## src/rtl/cp0_exc_sched_if.sv

```systemverilog
// Commit-stage to CP0 exception sequencer signal bundle.
// slave = sequencer side, master = pipeline/CP0 environment side.
interface cp0_exc_sched_if;
  logic        mem_valid;
  logic [31:0] mem_pc;
  logic        mem_bd;
  logic [6:0]  mem_exc;
  logic [31:0] mem_badvaddr;
  logic        mem_eret;
  logic        cp0_int_pending;
  logic        cp0_exl;
  logic [31:0] cp0_epc;

  logic [6:0]  cp0_exc_vec;
  logic        cp0_exc_bd;
  logic [31:0] cp0_epc_in;
  logic [31:0] cp0_badvaddr;
  logic        cp0_eret;
  logic        flush;
  logic        stall_if;
  logic        redirect_valid;
  logic [31:0] redirect_pc;

  modport slave (
    input  mem_valid, mem_pc, mem_bd, mem_exc, mem_badvaddr, mem_eret,
    input  cp0_int_pending, cp0_exl, cp0_epc,
    output cp0_exc_vec, cp0_exc_bd, cp0_epc_in, cp0_badvaddr, cp0_eret,
    output flush, stall_if, redirect_valid, redirect_pc
  );

  modport master (
    output mem_valid, mem_pc, mem_bd, mem_exc, mem_badvaddr, mem_eret,
    output cp0_int_pending, cp0_exl, cp0_epc,
    input  cp0_exc_vec, cp0_exc_bd, cp0_epc_in, cp0_badvaddr, cp0_eret,
    input  flush, stall_if, redirect_valid, redirect_pc
  );
endinterface

```

## src/rtl/cp0_exc_sched.sv

```systemverilog
// Exception/interrupt/ERET sequencer: IDLE -> SIGNAL (CP0 strobe) -> REDIRECT (PC strobe).
// Optional macro CP0_SCHED_INT_EN lets cp0_int_pending take top priority.
module cp0_exc_sched #(
  parameter logic [31:0] EXC_ENTRY = 32'hBFC00380
) (
  input  logic             clk,
  input  logic             rst,
  cp0_exc_sched_if.slave   bus
);

  typedef enum logic [1:0] {S_IDLE, S_SIGNAL, S_REDIRECT} state_t;
  typedef enum logic [1:0] {K_INT, K_EXC, K_ERET} kind_t;

  state_t      r_state;
  state_t      w_state_nxt;
  kind_t       r_kind;
  kind_t       w_kind;
  logic [6:0]  r_exc;
  logic [31:0] r_epc;
  logic        r_bd;
  logic [31:0] r_badvaddr;

  logic        w_int_evt;
  logic        w_exc_evt;
  logic        w_eret_evt;
  logic        w_accept;

  logic [6:0]  w_exc_vec;
  logic        w_eret;
  logic        w_flush;
  logic        w_stall;
  logic        w_redir_vld;
  logic [31:0] w_redir_pc;

`ifdef CP0_SCHED_INT_EN
  assign w_int_evt = bus.mem_valid && !bus.cp0_exl && bus.cp0_int_pending;
`else
  logic w_int_unused;
  assign w_int_unused = bus.cp0_int_pending;
  assign w_int_evt    = 1'b0;
`endif

  // ERET is the only event allowed while EXL is set
  assign w_exc_evt  = bus.mem_valid && !bus.cp0_exl && (|bus.mem_exc);
  assign w_eret_evt = bus.mem_valid && bus.mem_eret;
  assign w_accept   = (r_state == S_IDLE) && (w_int_evt || w_exc_evt || w_eret_evt);
  assign w_kind     = w_int_evt ? K_INT : (w_exc_evt ? K_EXC : K_ERET);

  always_ff @(posedge clk) begin
    if (rst) begin
      r_state <= S_IDLE;
    end else begin
      r_state <= w_state_nxt;
    end
  end

  always_ff @(posedge clk) begin
    if (rst) begin
      r_kind     <= K_INT;
      r_exc      <= '0;
      r_epc      <= '0;
      r_bd       <= 1'b0;
      r_badvaddr <= '0;
    end else if (w_accept) begin
      r_kind     <= w_kind;
      r_exc      <= bus.mem_exc;
      r_epc      <= bus.mem_bd ? (bus.mem_pc - 32'd4) : bus.mem_pc;
      r_bd       <= bus.mem_bd;
      r_badvaddr <= bus.mem_exc[6] ? bus.mem_pc : bus.mem_badvaddr;
    end
  end

  always_comb begin
    w_state_nxt = r_state;
    w_exc_vec   = '0;
    w_eret      = 1'b0;
    w_flush     = 1'b0;
    w_stall     = 1'b0;
    w_redir_vld = 1'b0;
    w_redir_pc  = '0;
    case (r_state)
      S_IDLE: begin
        if (w_accept) w_state_nxt = S_SIGNAL;
      end
      S_SIGNAL: begin
        // interrupts leave the vector at zero; CP0 encodes ExcCode 0 itself
        w_flush     = 1'b1;
        w_stall     = 1'b1;
        w_exc_vec   = (r_kind == K_EXC) ? r_exc : 7'd0;
        w_eret      = (r_kind == K_ERET);
        w_state_nxt = S_REDIRECT;
      end
      S_REDIRECT: begin
        w_flush     = 1'b1;
        w_stall     = 1'b1;
        w_redir_vld = 1'b1;
        w_redir_pc  = (r_kind == K_ERET) ? bus.cp0_epc : EXC_ENTRY;
        w_state_nxt = S_IDLE;
      end
      default: w_state_nxt = S_IDLE;
    endcase
  end

  assign bus.cp0_exc_vec    = w_exc_vec;
  assign bus.cp0_eret       = w_eret;
  assign bus.flush          = w_flush;
  assign bus.stall_if       = w_stall;
  assign bus.redirect_valid = w_redir_vld;
  assign bus.redirect_pc    = w_redir_pc;
  assign bus.cp0_epc_in     = r_epc;
  assign bus.cp0_exc_bd     = r_bd;
  assign bus.cp0_badvaddr   = r_badvaddr;

endmodule

```

## src/flat_wrapper.sv

```systemverilog
// flat-port wrapper written by rule: the top's interface ports become plain ports
module cp0_exc_sched_flat 
#(
  parameter logic [31:0] EXC_ENTRY = 32'hBFC00380
)
  (clk, rst, bus_mem_valid, bus_mem_pc, bus_mem_bd, bus_mem_exc, bus_mem_badvaddr, bus_mem_eret, bus_cp0_int_pending, bus_cp0_exl, bus_cp0_epc, bus_cp0_exc_vec, bus_cp0_exc_bd, bus_cp0_epc_in, bus_cp0_badvaddr, bus_cp0_eret, bus_flush, bus_stall_if, bus_redirect_valid, bus_redirect_pc);
  cp0_exc_sched_if bus_i ();
  input  logic clk;
  input  logic rst;
  input wire logic [$bits(bus_i.mem_valid)-1:0] bus_mem_valid;
  input wire logic [$bits(bus_i.mem_pc)-1:0] bus_mem_pc;
  input wire logic [$bits(bus_i.mem_bd)-1:0] bus_mem_bd;
  input wire logic [$bits(bus_i.mem_exc)-1:0] bus_mem_exc;
  input wire logic [$bits(bus_i.mem_badvaddr)-1:0] bus_mem_badvaddr;
  input wire logic [$bits(bus_i.mem_eret)-1:0] bus_mem_eret;
  input wire logic [$bits(bus_i.cp0_int_pending)-1:0] bus_cp0_int_pending;
  input wire logic [$bits(bus_i.cp0_exl)-1:0] bus_cp0_exl;
  input wire logic [$bits(bus_i.cp0_epc)-1:0] bus_cp0_epc;
  output wire logic [$bits(bus_i.cp0_exc_vec)-1:0] bus_cp0_exc_vec;
  output wire logic [$bits(bus_i.cp0_exc_bd)-1:0] bus_cp0_exc_bd;
  output wire logic [$bits(bus_i.cp0_epc_in)-1:0] bus_cp0_epc_in;
  output wire logic [$bits(bus_i.cp0_badvaddr)-1:0] bus_cp0_badvaddr;
  output wire logic [$bits(bus_i.cp0_eret)-1:0] bus_cp0_eret;
  output wire logic [$bits(bus_i.flush)-1:0] bus_flush;
  output wire logic [$bits(bus_i.stall_if)-1:0] bus_stall_if;
  output wire logic [$bits(bus_i.redirect_valid)-1:0] bus_redirect_valid;
  output wire logic [$bits(bus_i.redirect_pc)-1:0] bus_redirect_pc;
  assign bus_i.mem_valid = bus_mem_valid;
  assign bus_i.mem_pc = bus_mem_pc;
  assign bus_i.mem_bd = bus_mem_bd;
  assign bus_i.mem_exc = bus_mem_exc;
  assign bus_i.mem_badvaddr = bus_mem_badvaddr;
  assign bus_i.mem_eret = bus_mem_eret;
  assign bus_i.cp0_int_pending = bus_cp0_int_pending;
  assign bus_i.cp0_exl = bus_cp0_exl;
  assign bus_i.cp0_epc = bus_cp0_epc;
  assign bus_cp0_exc_vec = bus_i.cp0_exc_vec;
  assign bus_cp0_exc_bd = bus_i.cp0_exc_bd;
  assign bus_cp0_epc_in = bus_i.cp0_epc_in;
  assign bus_cp0_badvaddr = bus_i.cp0_badvaddr;
  assign bus_cp0_eret = bus_i.cp0_eret;
  assign bus_flush = bus_i.flush;
  assign bus_stall_if = bus_i.stall_if;
  assign bus_redirect_valid = bus_i.redirect_valid;
  assign bus_redirect_pc = bus_i.redirect_pc;
  cp0_exc_sched #(.EXC_ENTRY(EXC_ENTRY)) u_core (.clk(clk), .rst(rst), .bus(bus_i));
endmodule
```

## config.mk

```make
export PLATFORM = sky130hd
export DESIGN_NAME = cp0_exc_sched_flat
export DESIGN_NICKNAME = d
export VERILOG_FILES = /design/src/rtl/cp0_exc_sched_if.sv /design/src/rtl/cp0_exc_sched.sv /design/src/flat_wrapper.sv
export SDC_FILE = /design/constraint.sdc
export NUM_CORES = 1
export LEC_CHECK = 0
export ABC_CLOCK_PERIOD_IN_PS = 2980
export BUFFER_PORTS_ARGS = -buffer_cell sky130_fd_sc_hd__buf_2
export CORE_ASPECT_RATIO = 1.25
export CORE_MARGIN = 3
export CORE_UTILIZATION = 46
export CTS_BUF_LIST = sky130_fd_sc_hd__clkbuf_2 sky130_fd_sc_hd__clkbuf_4 sky130_fd_sc_hd__clkbuf_8
export DETAILED_ROUTE_END_ITERATION = 16
export PLACE_DENSITY = 0.88
export SYNTH_ARGS = -nofsm -noshare
export SYNTH_HDL_FRONTEND = slang
export SYNTH_SLANG_ARGS = --single-unit
```

## constraint.sdc

```tcl
create_clock -name clk -period 2.98 [get_ports clk]
set_clock_uncertainty 0.05 [all_clocks]
set_input_delay 0.447 -clock clk [delete_from_list [all_inputs] [get_ports clk]]
set_output_delay 0.447 -clock clk [all_outputs]
set_load 0.05 [all_outputs]
```

==> flow_summary.ini <==
[layout]
final_common_cell = buf_2
final_net_count = 777
synthToLayoutAreaGrowth_pct = 35.7
antenna_cells = 0
n_fill_cell = 667
most-common-layout-cells = 216 x buf_2, 100 x nor2_1, 76 x dfxtp_1
fin_cells = 763
drive_above_1_share_pct = 37.4

[cts]
cts_resized = 0
cts_hold_buffers = 0
post_cts_buffers = 0
cts_tree = yes
clkLatencyLatePin_ns = 0.35
htreeDepth = 3
clkTransAtPathRegs_ns = 0.08
cts_sinks = 76
cts_root_buffer = clkbuf_8
cts_buffer_depth = 2
cts_buffers = 9

[worst_setup_path]
startpoint = u_core.r_state[0]
arrival_ns = 1.92
cp_max_fo = 20
critPathKind = flip-flop to primary output
cp-start-kind = flip-flop
r2r_start = u_core.r_state[0]
endpoint_kind = primary output
ff2ff_setup_slack_ns = 0.91
cp.required_ns = 2.48
reg2reg_to = u_core.bus.cp0_epc_in[10]
rr_worst_depth = 6

[sta]
drv_slew = 0
rsz0062_at_grt = no
period_needed_ns = 2.41
hold_violations = 0
fin_tns_setup_ns = 0
setup-violations-final = 0
max_freq_ghz = 0.414
slew_headroom_pct = 45.8
finalCritPeriodShare_pct = 81.0
worst_slew_pin_slew_ns = 0.813

[placed_design]
place_hpwl_mm = 9.31
place.port_buffers = 216
gp_congestion = 0.774
dp.cells = 747

[pwr]
leakagePower_nw = 2.54
comb_power_share_pct = 31.5
power.density_nw_per_um2 = 553
seq_power_share_pct = 40.4
p_clk_share_pct = 28.1
switching_share_pct = 37.6
vdd_drop_max_uv = 312
p_total_mw = 2.87
p_sw_mw = 1.08
p_int_mw = 1.79

[global_route]
grt_pass1_wl_mm = 18.2
grt_pass1_vias = 3830
grt_max_degree = 96
grt_antenna_before_repair = 0
grt_use_total_pct = 24.7
grt-ovfl-total = 0

[floorplan]
coreArea_um2 = 7930
rows = 36
ios = 218
die_area_um2 = 9460
start_util_pct = 48.3
chipHeight_um = 108
die_x_um = 87.6

[yosys]
ys_seq_area_share_pct = 39.8
ys_seq_elements = 76
synth.net_count = 577
ys_types = 37
yosys_warnings = 0
syn_area_per_cell_um2 = 8.27
netlist_area_um2 = 3830
netlist_instances = 463

[routing]
top_layer_used = met4
final_antenna_net_count = 0
drtIter0Drc = 181
routedWlPerCell_um = 15.6
wl_met1_mm = 4.11
wl_met3_mm = 1.34
drtPass1Iterations = 4
vias = 4045
route.met2.wl_mm = 6.08
totalWireLength_mm = 11.9
viasPerCell = 5.30
drcViolationCount = 0

[status]
outcome = finished clean

[hold_path]
hold_depth = 3
hold_class = primary input to flip-flop
hold_path_startpoint = bus_mem_exc[3]
whs_endpoint = u_core.r_exc[3]

[run]
cap_violations = 0
## synth_stat cells, drive strengths merged
cell | n | share of area, %
a211oi | 59 | 12
a21oi | 12 | 1.6
a311oi | 2 | 0.46
a41o | 1 | 0.26
and2 | 27 | 4.4
and3 | 2 | 0.33
buf | 2 | 0.33
clkbuf | 34 | 3.3
dfxtp | 76 | 40
ha | 4 | 1.3
inv | 8 | 0.78
mux2i | 33 | 8.6
nand2 | 27 | 2.6
nand2b | 1 | 0.16
nand3 | 7 | 1.0
nand3b | 2 | 0.39
nand4 | 3 | 0.49
nand4b | 2 | 0.46
nor2 | 100 | 9.8
nor3 | 12 | 1.6
nor4 | 7 | 1.7
o211a | 1 | 0.26
o211ai | 1 | 0.20
o21a | 1 | 0.20
o21ai | 3 | 0.39
or2 | 2 | 0.33
or3 | 2 | 0.36
or3b | 1 | 0.23
or4 | 4 | 0.78
or4bb | 1 | 0.29
xnor2 | 6 | 1.4
xor2 | 20 | 4.6
## power groups by stage
stage	Clock (mW)	Sequential [mW]	Combinational (mW)
2_1_floorplan	0	1.49	0.338
3_3_place_gp	0	1.18	0.888
3_5_place_dp	0	1.18	0.908
4_1_cts	0.821	1.16	0.910
5_1_grt	0.862	1.17	0.972
6_report	0.808	1.16	0.905
## layer usage
| metal | track usage (%) | vias to the layer above |
|---|---|---|
| li1 | - | 2007 |
| met2 | 44.0 | 176 |
| met1 | 24.8 | 1836 |
| met3 | 8.99 | 26 |
| met4 | 12.3 | 0 |
| met5 | 0 | - |
## how the worst max path moves through the flow
stage / end / cells past startpoint
5_1_grt: bus_redirect_pc[18] / 7
6_report: bus_redirect_pc[18] / 7
3_5_place_dp: u_core.bus.cp0_epc_in[26] / 8
3_3_place_gp: u_core.bus.cp0_epc_in[26] / 8
4_1_cts: bus_redirect_pc[18] / 7
2_1_floorplan: bus_redirect_pc[22] / 5
## registers in the layout, indices dropped and copies added, names as in the netlist
register / flops
u_core.bus.cp0_exc_bd: 1
u_core.r_exc: 7
u_core.bus.cp0_badvaddr: 32
u_core.bus.cp0_epc_in: 32
u_core.r_state: 2
u_core.r_kind: 2
## critical path, cell delays in order, from the launching register on
cell	delay, ns
dfxtp_1	0.34
inv_1	0.07
ha_1	0.21
inv_1	0.28
nor2_1	0.10
buf_4	0.19
and2_1	0.16
buf_2	0.21
## logic make-up (layout without fill, tap and decap cells)
logic type	count (synthesis)	in the layout	synth area share (%)
AND/OR/NAND/NOR	200	200	25.0
multiplexers	33	33	8.63
AO/OA/AOI/OAI	80	80	14.9
adder cells (fa/ha/maj)	4	4	1.31
flip-flops	76	76	39.8
buffers and inverters	44	249	4.45
XOR/XNOR	26	26	5.95
## through the flow
stage	setup WS, ns	hold WS (ns)	utilization (%)	cell area (um2)
2_1_floorplan	0.577	0.382	-	3830
4_1_cts	0.539	0.286	65.5	5190
3_5_place_dp	0.288	0.393	63.0	4990
6_report	0.567	0.298	65.5	5190
3_3_place_gp	0.341	0.388	63.0	4990
5_1_grt	0.439	0.301	65.5	5190
## final cells by class
cell class	instances	area (um2)	area share (%)
timing repair buffer	225	1170	22.6
clock inverter	4	48.8	0.939
tap	95	119	2.29
multi-input combinational	343	2150	41.4
sequential	76	1520	29.3
clock buffer	12	153	2.94
inverter	8	30.0	0.578
Power figures use the tool's default switching activity.
